File: src/rtl/block_scan_counter_pkg.sv
// Shared codec definitions for the block scan counter: scan FSM states and
// default geometry for 8x8 block tiling.
package block_scan_counter_pkg;

    localparam int DEF_NUM_DIMS = 4;
    localparam int DEF_WIDTH    = 8;

    typedef enum logic [1:0] {
        ST_IDLE = 2'd0,
        ST_RUN  = 2'd1,
        ST_DONE = 2'd2
    } scan_state_t;

endpackage

File: src/rtl/block_scan_counter_if.sv
// Control and index-stream bundle between the frame controller, the scan
// counter and the block fetch pipeline.
interface block_scan_counter_if
    import block_scan_counter_pkg::*;
#(
    parameter int NUM_DIMS = DEF_NUM_DIMS,
    parameter int WIDTH    = DEF_WIDTH
);

    logic                      start;
    logic [NUM_DIMS*WIDTH-1:0] limits;
    logic                      abort;
    logic                      ready;
    logic                      valid;
    logic [NUM_DIMS*WIDTH-1:0] idx;
    logic [NUM_DIMS-1:0]       wrap;
    logic                      last;
    logic                      done;
    logic                      busy;

    // Frame controller / consumer side
    modport master (
        output start, limits, abort, ready,
        input  valid, idx, wrap, last, done, busy
    );

    // Scan counter side
    modport slave (
        input  start, limits, abort, ready,
        output valid, idx, wrap, last, done, busy
    );

endinterface

File: src/rtl/block_scan_counter_scan_dim.sv
// One dimension of the scan odometer: holds its index and latched limit,
// steps on carry-in and rolls over to zero at the limit.
module scan_dim
    import block_scan_counter_pkg::*;
#(
    parameter int WIDTH = DEF_WIDTH
) (
    input  logic             clk,
    input  logic             rst_n,
    input  logic             load,
    input  logic [WIDTH-1:0] lim_in,
    input  logic             clear,
    input  logic             carry_in,
    output logic [WIDTH-1:0] idx,
    output logic             at_limit,
    output logic             carry_out
);

    logic [WIDTH-1:0] lim_q;
    logic [WIDTH-1:0] idx_q;

    always_ff @(posedge clk or negedge rst_n) begin
        if (!rst_n) begin
            lim_q <= '0;
        end else if (load) begin
            lim_q <= lim_in;
        end
    end

    // The index never passes its limit, so the WIDTH-bit increment cannot overflow.
    always_ff @(posedge clk or negedge rst_n) begin
        if (!rst_n) begin
            idx_q <= '0;
        end else if (load || clear) begin
            idx_q <= '0;
        end else if (carry_in) begin
            idx_q <= at_limit ? '0 : idx_q + WIDTH'(1);
        end
    end

    assign at_limit  = (idx_q == lim_q);
    assign carry_out = carry_in & at_limit;
    assign idx       = idx_q;

endmodule

File: src/rtl/block_scan_counter.sv
// Multi-dimensional scan counter: start/abort FSM around a carry-chained
// array of scan_dim counters, streaming nested loop indices with valid/ready.
module block_scan_counter
    import block_scan_counter_pkg::*;
#(
    parameter int NUM_DIMS = DEF_NUM_DIMS,
    parameter int WIDTH    = DEF_WIDTH
) (
    input  logic                 clk,
    input  logic                 rst_n,
    block_scan_counter_if.slave  bus
);

    scan_state_t state_q;
    scan_state_t state_d;

    logic                      load;
    logic                      handshake;
    logic [NUM_DIMS:0]         carry;
    logic [NUM_DIMS-1:0]       at_lim;
    logic [NUM_DIMS-1:0]       wrap_chain;
    logic [NUM_DIMS*WIDTH-1:0] idx_vec;
    logic                      run;

    assign run       = (state_q == ST_RUN);
    assign handshake = run & bus.ready;

    // Every handshake feeds dim 0; the carry out of the top dim marks the
    // final handshake, which also rolls all dims back to zero.
    assign carry[0] = handshake;

    for (genvar g = 0; g < NUM_DIMS; g++) begin : g_dim
        scan_dim #(
            .WIDTH (WIDTH)
        ) u_dim (
            .clk       (clk),
            .rst_n     (rst_n),
            .load      (load),
            .lim_in    (bus.limits[g*WIDTH +: WIDTH]),
            .clear     (bus.abort),
            .carry_in  (carry[g]),
            .idx       (idx_vec[g*WIDTH +: WIDTH]),
            .at_limit  (at_lim[g]),
            .carry_out (carry[g+1])
        );

        if (g == 0) begin : g_wrap0
            assign wrap_chain[g] = at_lim[g];
        end else begin : g_wrapn
            assign wrap_chain[g] = wrap_chain[g-1] & at_lim[g];
        end
    end

    always_ff @(posedge clk or negedge rst_n) begin
        if (!rst_n) begin
            state_q <= ST_IDLE;
        end else begin
            state_q <= state_d;
        end
    end

    always_comb begin
        state_d = state_q;
        load    = 1'b0;
        case (state_q)
            ST_IDLE: begin
                if (bus.start && !bus.abort) begin
                    state_d = ST_RUN;
                    load    = 1'b1;
                end
            end
            ST_RUN: begin
                if (carry[NUM_DIMS]) begin
                    state_d = ST_DONE;
                end
            end
            ST_DONE: begin
                state_d = ST_IDLE;
            end
            default: begin
                state_d = ST_IDLE;
            end
        endcase
        if (bus.abort) begin
            state_d = ST_IDLE;
        end
    end

    assign bus.valid = run;
    assign bus.done  = (state_q == ST_DONE);
    assign bus.busy  = (state_q != ST_IDLE);
    assign bus.idx   = idx_vec;
    assign bus.wrap  = run ? wrap_chain : '0;
    assign bus.last  = run & wrap_chain[NUM_DIMS-1];

endmodule

File: src/flat_wrapper.sv
// flat-port wrapper written by rule: the top's interface ports become plain ports
module block_scan_counter_flat import block_scan_counter_pkg::*;
#(
    parameter int NUM_DIMS = DEF_NUM_DIMS,
    parameter int WIDTH    = DEF_WIDTH
)
  (clk, rst_n, bus_start, bus_limits, bus_abort, bus_ready, bus_valid, bus_idx, bus_wrap, bus_last, bus_done, bus_busy);
  block_scan_counter_if #(.NUM_DIMS(NUM_DIMS), .WIDTH(WIDTH)) bus_i ();
  input  logic clk;
  input  logic rst_n;
  input wire logic [$bits(bus_i.start)-1:0] bus_start;
  input wire logic [$bits(bus_i.limits)-1:0] bus_limits;
  input wire logic [$bits(bus_i.abort)-1:0] bus_abort;
  input wire logic [$bits(bus_i.ready)-1:0] bus_ready;
  output wire logic [$bits(bus_i.valid)-1:0] bus_valid;
  output wire logic [$bits(bus_i.idx)-1:0] bus_idx;
  output wire logic [$bits(bus_i.wrap)-1:0] bus_wrap;
  output wire logic [$bits(bus_i.last)-1:0] bus_last;
  output wire logic [$bits(bus_i.done)-1:0] bus_done;
  output wire logic [$bits(bus_i.busy)-1:0] bus_busy;
  assign bus_i.start = bus_start;
  assign bus_i.limits = bus_limits;
  assign bus_i.abort = bus_abort;
  assign bus_i.ready = bus_ready;
  assign bus_valid = bus_i.valid;
  assign bus_idx = bus_i.idx;
  assign bus_wrap = bus_i.wrap;
  assign bus_last = bus_i.last;
  assign bus_done = bus_i.done;
  assign bus_busy = bus_i.busy;
  block_scan_counter #(.NUM_DIMS(NUM_DIMS), .WIDTH(WIDTH)) u_core (.clk(clk), .rst_n(rst_n), .bus(bus_i));
endmodule
File: config.mk
export PLATFORM = sky130hd
export DESIGN_NAME = block_scan_counter_flat
export DESIGN_NICKNAME = d
export VERILOG_FILES = /design/src/rtl/block_scan_counter_pkg.sv /design/src/rtl/block_scan_counter_if.sv /design/src/rtl/block_scan_counter_scan_dim.sv /design/src/rtl/block_scan_counter.sv /design/src/flat_wrapper.sv
export SDC_FILE = /design/constraint.sdc
export NUM_CORES = 1
export LEC_CHECK = 0
export CAP_MARGIN = 20
export CORE_AREA = 2 2 91 93
export CTS_CLUSTER_SIZE = 16
export DETAILED_ROUTE_END_ITERATION = 6
export DIE_AREA = 0 0 93 95
export MAX_ROUTING_LAYER = met4
export PLACE_DENSITY_LB_ADDON = 0.12
export SETUP_SLACK_MARGIN = 0.2
export SLEW_MARGIN = 30
export SYNTH_ARGS = -nofsm -noshare
export SYNTH_HDL_FRONTEND = slang
export SYNTH_SLANG_ARGS = --single-unit
File: constraint.sdc
create_clock -name clk -period 1.9 [get_ports clk]
set_input_delay 0.19 -clock clk [delete_from_list [all_inputs] [get_ports clk]]
set_output_delay 0.19 -clock clk [all_outputs]
set_load 0.03 [all_outputs]
==> After elaboration in Yosys (flattened, before gate mapping) <==
Cells that the tools add are included.
{ "op_classes": {"addsub": 4, "reduce_logical": 10, "n_mux": 19, "eq_ne": 8, "bitwise_logic": 9} }
{ "op_table": {"columns": ["op", "n"], "rows": [
  ["$mux 8", 12],
  ["$add 8x1->8 const B", 4],
  ["$eq 8x8->1", 4],
  ["$reduce_bool 2->1", 5],
  ["$and 1x1->1", 9],
  ["$mux 2", 3],
  ["$mux 4", 1],
  ["$pmux 2 s2", 1],
  ["$ne 3x2->1 const B", 1],
  ["$ne 3x3->1 const B", 1],
  ["$eq 2x1->1 const B", 1],
  ["$eq 2x2->1 const B", 1],
  ["$logic_not 2->1", 1],
  ["$mux 1", 2],
  ["$reduce_and 2->1", 1],
  ["$logic_and 1x1->1", 1],
  ["$logic_not 1->1", 1],
  ["$logic_or 1x1->1", 1]
]} }
{ "word_totals": {"register_bits": 66, "out_inout_bits": 40, "word_cells": 59} }

==> Longest topological paths before layout <==
Gate-level depths: netlist of the first run.
{ "logic_depth": {"word_depth": 9, "depth_mapped": 7} }

==> Cells and area by module <==
A second synthesis of the first run with hierarchy kept.
{ "hier_totals": {"hier_cells": 295, "area_unflattened_um2": 3377.0} }
{ "modules_own_cells": {"columns": ["module", "area_per_inst_um2", "cells_each", "seq_area_each_um2", "n_inst"], "rows": [
  ["scan_dim", 807.0, 70, 400.4, 4],
  ["block_scan_counter", 148.9, 15, 50.0, 1]
]} }

==> Worst setup path before layout of the first run <==
Ideal clock, no wire load.
{ "synth_path": {"path_kind": "reg-to-output", "from": "register u_core.g_dim[0].u_dim.idx_q[2]", "to": "output port bus_wrap[3]", "t_required_ps": 1710, "path_slack_ps": -919, "arrival_ps": 2629, "stages_incl_launch_ff": 8, "cell_sequence": "dfrtp_1 xnor2_1 and4_1 nand2_1 nor2_1 and2_1 and3_1 buf_4"} }
{ "synth_via": {"elab_chain_len": 5} }
{ "synth_lines": {"columns": ["element", "line_no", "rtl"], "rows": [
  ["start, declared", "block_scan_counter_scan_dim.sv:20", "logic [WIDTH-1:0] idx_q;"],
  ["start signal, assigned", "block_scan_counter_scan_dim.sv:37", "idx_q <= at_limit ? '0 : idx_q + WIDTH'(1);"],
  ["$eq 8x8->1", "block_scan_counter_scan_dim.sv:41", "assign at_limit = (idx_q == lim_q);"],
  ["$and 1x1->1 (3 in a row)", "block_scan_counter.sv:50", "assign wrap_chain[g] = wrap_chain[g-1] & at_lim[g];"],
  ["$mux 4", "block_scan_counter.sv:93", "assign bus.wrap = run ? wrap_chain : '0;"],
  ["end, declared", "flat_wrapper.sv:17", "output wire logic [$bits(bus_i.wrap)-1:0] bus_wrap;"]
]} }
No other way between the ends.

==> Worst setup path in the final report of the first run <==
{ "layout_path": {"from": "register u_core.g_dim[1].u_dim.idx_q[6]", "to": "output port bus_wrap[3]"} }
{ "layout_via": {"elab_chain_len": 5} }
{ "layout_lines": {"columns": ["element", "line_no"], "rows": [
  ["start, declared", "block_scan_counter_scan_dim.sv:20"],
  ["start signal, assigned", "block_scan_counter_scan_dim.sv:37"],
  ["$eq 8x8->1", "block_scan_counter_scan_dim.sv:41"],
  ["$and 1x1->1 (3 in a row)", "block_scan_counter.sv:50"],
  ["$mux 4", "block_scan_counter.sv:93"]
]} }
No other way between the ends.

==> results.json, run 1 <==
{
  "cp.required_ns": 1.71,
  "synth_top_area_share_pct": 47.3,
  "core_area_um2": 7930,
  "hold_slack_ns": 0.400,
  "ioPinCount": 77,
  "drtIter0Drc": 131,
  "ys_ff_latch": 66,
  "peakVddDrop_mv": 0.495,
  "r2r-start": "u_core.g_dim[1].u_dim.idx[6]$_DFFE_PN0P_",
  "fp.dieArea_um2": 8840,
  "worst_pin_slew_ns": 0.460,
  "clk_latency_ns": 0.34,
  "nets": 525,
  "netlist.top_cell.by_area": "dfrtp_1",
  "critical_path.slowest_cell": "dfrtp_2",
  "clock-sinks": 66,
  "reg2reg_to": "u_core.g_dim[3].u_dim.idx[5]$_DFFE_PN0P_",
  "port_buffers": 76,
  "clock.fmax_ghz": 0.445,
  "setup_violations": 22,
  "rsz0062_at_grt": "yes",
  "cts.reportedPaths.clkPinSlew_ns": 0.08,
  "ys_types": 47,
  "syn_avg_cell_area_um2": 11.0,
  "drc": 0,
  "gr-total-overflow": 0,
  "drive_gt1_share_pct": 46.8,
  "fin_cells": 594,
  "hold_path.class": "primary input to asynchronous set/reset pin",
  "drt-total-wl_um": 10200,
  "max-slew-margin-rel_pct": 69.3,
  "async_flop_share_pct": 100,
  "setup_ws_ns": -0.348,
  "num_rows": 33,
  "post-route-period-util_pct": 118,
  "grt_max_degree": 37,
  "clockRootBuffer": "clkbuf_8",
  "synth_ff_type": "dfrtp_1",
  "ant_nets": 0,
  "multi_input_area_um2": 2350,
  "grt_pass1_wl_um": 14500,
  "syn_area_um2": 3490,
  "grt_pass1_vias": 3040,
  "grt_usage_pct": 22.1,
  "fp.dieH_um": 95,
  "skew_ns": 0.0145,
  "num-fill-cells": 561,
  "failed_checks": "setup timing",
  "htree_num_levels": 3,
  "hold_viol_final": 0,
  "yosysWarnings": 0,
  "p_leak_nw": 2.68,
  "ff_latch_area_um2": 1670,
  "syn-instance-count": 319,
  "status": "complete, but fails checks",
  "via_count": 3117,
  "fin_util_pct": 73.6,
  "synthTopCellsByArea": "dfrtp_1 (47%), mux2_2 (10%), xnor2_1 (6.0%), xor2_1 (3.5%), o21ai_0 (2.9%)",
  "p_total_mw": 3.74,
  "worstPathArrival_ns": 2.06,
  "post-route-min-period_ns": 2.25,
  "critPathMaxFanout": 2,
  "cts_buffer_depth": 2,
  "path_common_cell": "buf_6",
  "crit_path_start_kind": "flip-flop",
  "cp_slowest_stage_delay_ns": 0.43,
  "wl_per_cell_um": 17.1,
  "antenna_found_initial": 0,
  "drt_pre_antenna_iters": 4,
  "yosysMostFrequentCell": "dfrtp_1",
  "start_util_pct": 44.1,
  "synth_edf_count": 0,
  "gp_congestion": 0.800,
  "crit_type": "flip-flop to output port",
  "hpwl_um": 6280,
  "critPathLaunch": "u_core.g_dim[1].u_dim.idx[6]$_DFFE_PN0P_",
  "antenna_cells": 0,
  "dp_cells": 548,
  "p_per_area_nw_per_um2": 641,
  "synth_top_cells_by_count": "dfrtp_1 (66), mux2_2 (32), xnor2_1 (24), nand2_1 (23)",
  "cts_inserted_buffers": 9,
  "areaGrowthSynthToFinish_pct": 67.0,
  "crit_chain": "xnor2_2 > nand4_1 > buf_6 > nor4_4 > and2_4 > and3_4 > buf_6",
  "die_x_um": 93,
  "drv_slew": 0,
  "cp-end-kind": "output port",
  "maxCapViolations": 0,
  "syn_nets": 360,
  "vias_per_cell": 5.25,
  "reg2reg_slack_ns": -0.19,
  "r2r_cells": 9,
  "cts_tree": "done",
  "ys_seq_area_share_pct": 47.3
}
[critical path: cells and delay by family, from the launching register on]
kind / cells / cell delay, ns
and+or+nand+nor: 4 / 0.83
buffers and inverters: 2 / 0.29
xor gates and xnor gates: 1 / 0.16
DFF: 1 / 0.43
[report_power, final]
part / leakage [nW] / internal (mW) / switching [mW] / total (mW)
Combinational: 1.77 / 0.600 / 0.411 / 1.01
Clock: 0.0872 / 0.505 / 0.526 / 1.03
Sequential: 0.822 / 1.56 / 0.138 / 1.70
[cells in the final DEF (no fill, tap or decap), types with 4 or more instances in the layout]
| cell | count |
|---|---|
| clkdlybuf4s50_1 | 37 |
| dlygate4sd2_1 | 28 |
| nor2_4 | 5 |
| nor4_4 | 5 |
| nand2_1 | 16 |
| a21oi_1 | 7 |
| o21ai_1 | 4 |
| buf_6 | 22 |
| o21ai_0 | 9 |
| dfrtp_1 | 49 |
| xnor2_2 | 11 |
| mux2_4 | 27 |
| and3_1 | 6 |
| ha_1 | 4 |
| nand3_1 | 10 |
| nor2_1 | 14 |
| buf_4 | 61 |
| nand4_1 | 10 |
| o21ai_2 | 5 |
| xor2_1 | 13 |
| clkbuf_8 | 10 |
| nor2b_1 | 4 |
| nand2_4 | 5 |
| dfrtp_2 | 17 |
| mux2_2 | 5 |
| xnor2_1 | 16 |
| a21oi_2 | 8 |
[routing by layer]
layer  global-route usage, %  up-vias  wire length (um)
met2                    36.3       77              5210
li1                        -     1481                 -
met3                    3.67       18               339
met4                    8.70        0               187
met1                    27.5     1541              4440
met5                       -        -                 0
[repair_timing]
item / in CTS / in global routing
gates cloned: 0 / 2
resized for setup: 76 / 89
hold endpoints to repair: 66 / 0
pin swaps: 26 / 31
buffers inserted: 15 / 12
setup endpoints to repair: 62 / 68
hold buffers: 1 / 0
[layout make-up]
type                            count  share of cell area (%)
Multi-Input combinational cell    242                    40.2
Clock buffer                       13                    2.55
Inverter                            4                   0.257
Tap cell                          105                    2.25
Timing Repair Buffer              161                    25.8
Sequential cell                    66                    28.7
Clock inverter                      3                   0.257
[flip-flops by register name, indices dropped and copies added, names as in the netlist]
signal	flops
u_core.g_dim.u_dim.lim_q	32
u_core.state_q	2
u_core.g_dim.u_dim.idx	32
[per-stage QoR]
stage                     area (um2)  setup slack, ns  setup TNS, ns
final                           5830           -0.348          -2.50
after detailed placement        4890          -0.0142        -0.0142
after global placement          4890           0.0161              0
after CTS                       5370           -0.321          -1.66
after floorplan                 3620           -0.310         -0.718
after global routing            5830           -0.450          -4.65
[logic make-up after synthesis]
logic type	count (synthesis)	synth area share, %
muxes	34	10.9
adders and majority gates	4	1.43
AOI/OAI and AO/OA	49	8.67
buffers and inverters	11	1.43
DFF	66	47.3
and+or+nand+nor	113	18.9
xor gates and xnor gates	42	11.4
[worst max-delay path by stage]
stage                                          endpoint  slack (ns)  cells past startpoint
after floorplan                             bus_wrap[3]       -0.31                      7
after global placement                      bus_wrap[3]        0.02                      7
after detailed placement  u_core.state_q[0]$_DFFE_PN0P_       -0.01                      5
after CTS                                      bus_last       -0.32                      7
after global routing                        bus_wrap[3]       -0.45                      7
final                                       bus_wrap[3]       -0.35                      7
Note: power is estimated with default switching activity, not from simulation.
==> inputs of run 2 (changes only) <==
CORE_AREA = 2 2 115 117   (was 2 2 91 93)
DIE_AREA = 0 0 117 119   (was 0 0 93 95)
==> results.json, run 2 (synthesis results as in run 1) <==
{
  "status": "complete, but fails checks",
  "failed_checks": "setup timing",
  "areaGrowthSynthToFinish_pct": 65.7,
  "num_rows": 42,
  "p_per_area_nw_per_um2": 748,
  "antenna_cells": 0,
  "final_cell_mix": "buf_4 (56), dfrtp_1 (50), clkdlybuf4s50_1 (35)",
  "hold_path.class": "primary input to asynchronous set/reset pin",
  "rsz0062_at_grt": "yes",
  "nets": 515,
  "crit_type": "flip-flop to output port",
  "htree_num_levels": 3,
  "gr-total-overflow": 0,
  "cp-end-kind": "output port",
  "die_x_um": 117,
  "peakVddDrop_mv": 0.406,
  "cts_tree": "done",
  "grt_pass1_vias": 3096,
  "setup_violations": 18,
  "p_leak_nw": 2.63,
  "ioPinCount": 77,
  "pre_cts_slack_ns": -0.0881,
  "worst_pin_slew_ns": 0.359,
  "grt_usage_pct": 15.1,
  "antenna_found_initial": 0,
  "fp.dieArea_um2": 13900,
  "clock.fmax_ghz": 0.450,
  "final_common_cell": "buf_4",
  "drt-total-wl_um": 9520,
  "met3_usage_pct": 5.34,
  "drv_slew": 0,
  "grt_pass1_wl_um": 15500,
  "port_buffers": 76,
  "cts_inserted_buffers": 9,
  "drtIter0Drc": 82,
  "cp_slowest_stage_delay_ns": 0.41,
  "critPathMaxFanout": 2,
  "busiest_layer": "met2",
  "ant_nets": 0,
  "start_util_pct": 27.1,
  "dp_cells": 623,
  "setup_ws_ns": -0.323,
  "hpwl_um": 6930,
  "clock-sinks": 66,
  "fin_cells": 655,
  "critical_path.slowest_cell": "dfrtp_1",
  "num-fill-cells": 1215,
  "crit_path_start_kind": "flip-flop",
  "drive_gt1_share_pct": 44.3,
  "r2r_cells": 9,
  "gp_congestion": 0.815,
  "r2r-start": "u_core.g_dim[0].u_dim.lim_q[1]$_DFFE_PN0P_",
  "drc": 0,
  "reg2reg_slack_ns": -0.13,
  "crit_chain": "xnor2_2 > nand4_1 > nor4_4 > and2_4 > and3_4 > buf_6",
  "cts.reportedPaths.clkPinSlew_ns": 0.05,
  "max-slew-margin-rel_pct": 76.1,
  "hold_viol_final": 0,
  "use_met2_pct": 23.4,
  "cts_buffer_depth": 2,
  "clk_latency_ns": 0.34,
  "worstPathArrival_ns": 2.03,
  "vias_per_cell": 4.61,
  "ff_latch_area_um2": 1670,
  "post-route-period-util_pct": 117,
  "wl_per_cell_um": 14.5,
  "cp.required_ns": 1.71,
  "maxCapViolations": 0,
  "core_area_um2": 12900,
  "grt_max_degree": 67,
  "met1_usage_pct": 18.3,
  "post-route-min-period_ns": 2.22,
  "via_count": 3021,
  "multi_input_area_um2": 2140,
  "skew_ns": 0.00734,
  "drt_pre_antenna_iters": 4,
  "reg2reg_to": "u_core.g_dim[1].u_dim.idx[5]$_DFFE_PN0P_",
  "fp.dieH_um": 119,
  "clockRootBuffer": "clkbuf_16"
}
run 2: power breakdown:
group / leakage (nW) / internal, mW / switching [mW]
Clock: 0.162 / 1.19 / 0.596
Sequential: 0.824 / 1.56 / 0.126
Combinational: 1.65 / 0.489 / 0.358
run 2: how the worst max path moves through the flow:
| stage | startpoint | endpoint |
|---|---|---|
| 6_report | u_core.g_dim[1].u_dim.lim_q[3]$_DFFE_PN0P_ | bus_wrap[3] |
| 5_1_grt | u_core.g_dim[1].u_dim.lim_q[3]$_DFFE_PN0P_ | bus_wrap[3] |
| 3_5_place_dp | u_core.g_dim[1].u_dim.lim_q[3]$_DFFE_PN0P_ | bus_last |
| 3_3_place_gp | u_core.g_dim[1].u_dim.idx[0]$_DFFE_PN0P_ | bus_last |
| 2_1_floorplan | u_core.g_dim[1].u_dim.idx[3]$_DFFE_PN0P_ | bus_wrap[3] |
| 4_1_cts | u_core.g_dim[2].u_dim.idx[4]$_DFFE_PN0P_ | bus_last |
run 2: repair_timing:
action,in CTS,in global routing
pin swaps,34,18
setup buffers,8,7
gates resized for setup,85,32
endpoints found under the hold margin,66,0
hold buffers,1,0
setup endpoints to repair,64,75
run 2: per-stage QoR:
step / hold WS [ns] / util [%] / TNS [ns] / cell area [um2] / total power, mW
after floorplan: -0.106 / - / -0.718 / 3620 / 2.15
after global placement: 0.246 / 39.2 / -0.590 / 5050 / 2.44
after detailed placement: 0.238 / 39.2 / -0.569 / 5050 / 2.46
after CTS: 0.423 / 43.6 / -1.60 / 5610 / 4.34
after global routing: 0.437 / 44.9 / -4.01 / 5790 / 4.53
final: 0.404 / 44.9 / -1.65 / 5790 / 4.33
run 2: final cells by class:
cell class	count	area share [%]
Clock buffer	15	5.15
Timing Repair Buffer	151	24.5
Sequential cell	66	28.9
Inverter	4	0.259
Clock inverter	1	0.519
Tap cell	176	3.81
Multi-Input combinational cell	242	36.9
run 2: routing by layer:
layer | wire length, um | up-vias
li1 | - | 1457
met1 | 4210 | 1486
met2 | 4680 | 66
met3 | 443 | 12
met4 | 179 | 0
met5 | 0 | -
run 2: critical path: cells and delay by family (launching register included):
family,cells,cell delay (ns)
simple gates,4,0.99
flops,1,0.41
xor+xnor,1,0.17
buf+inv,1,0.13
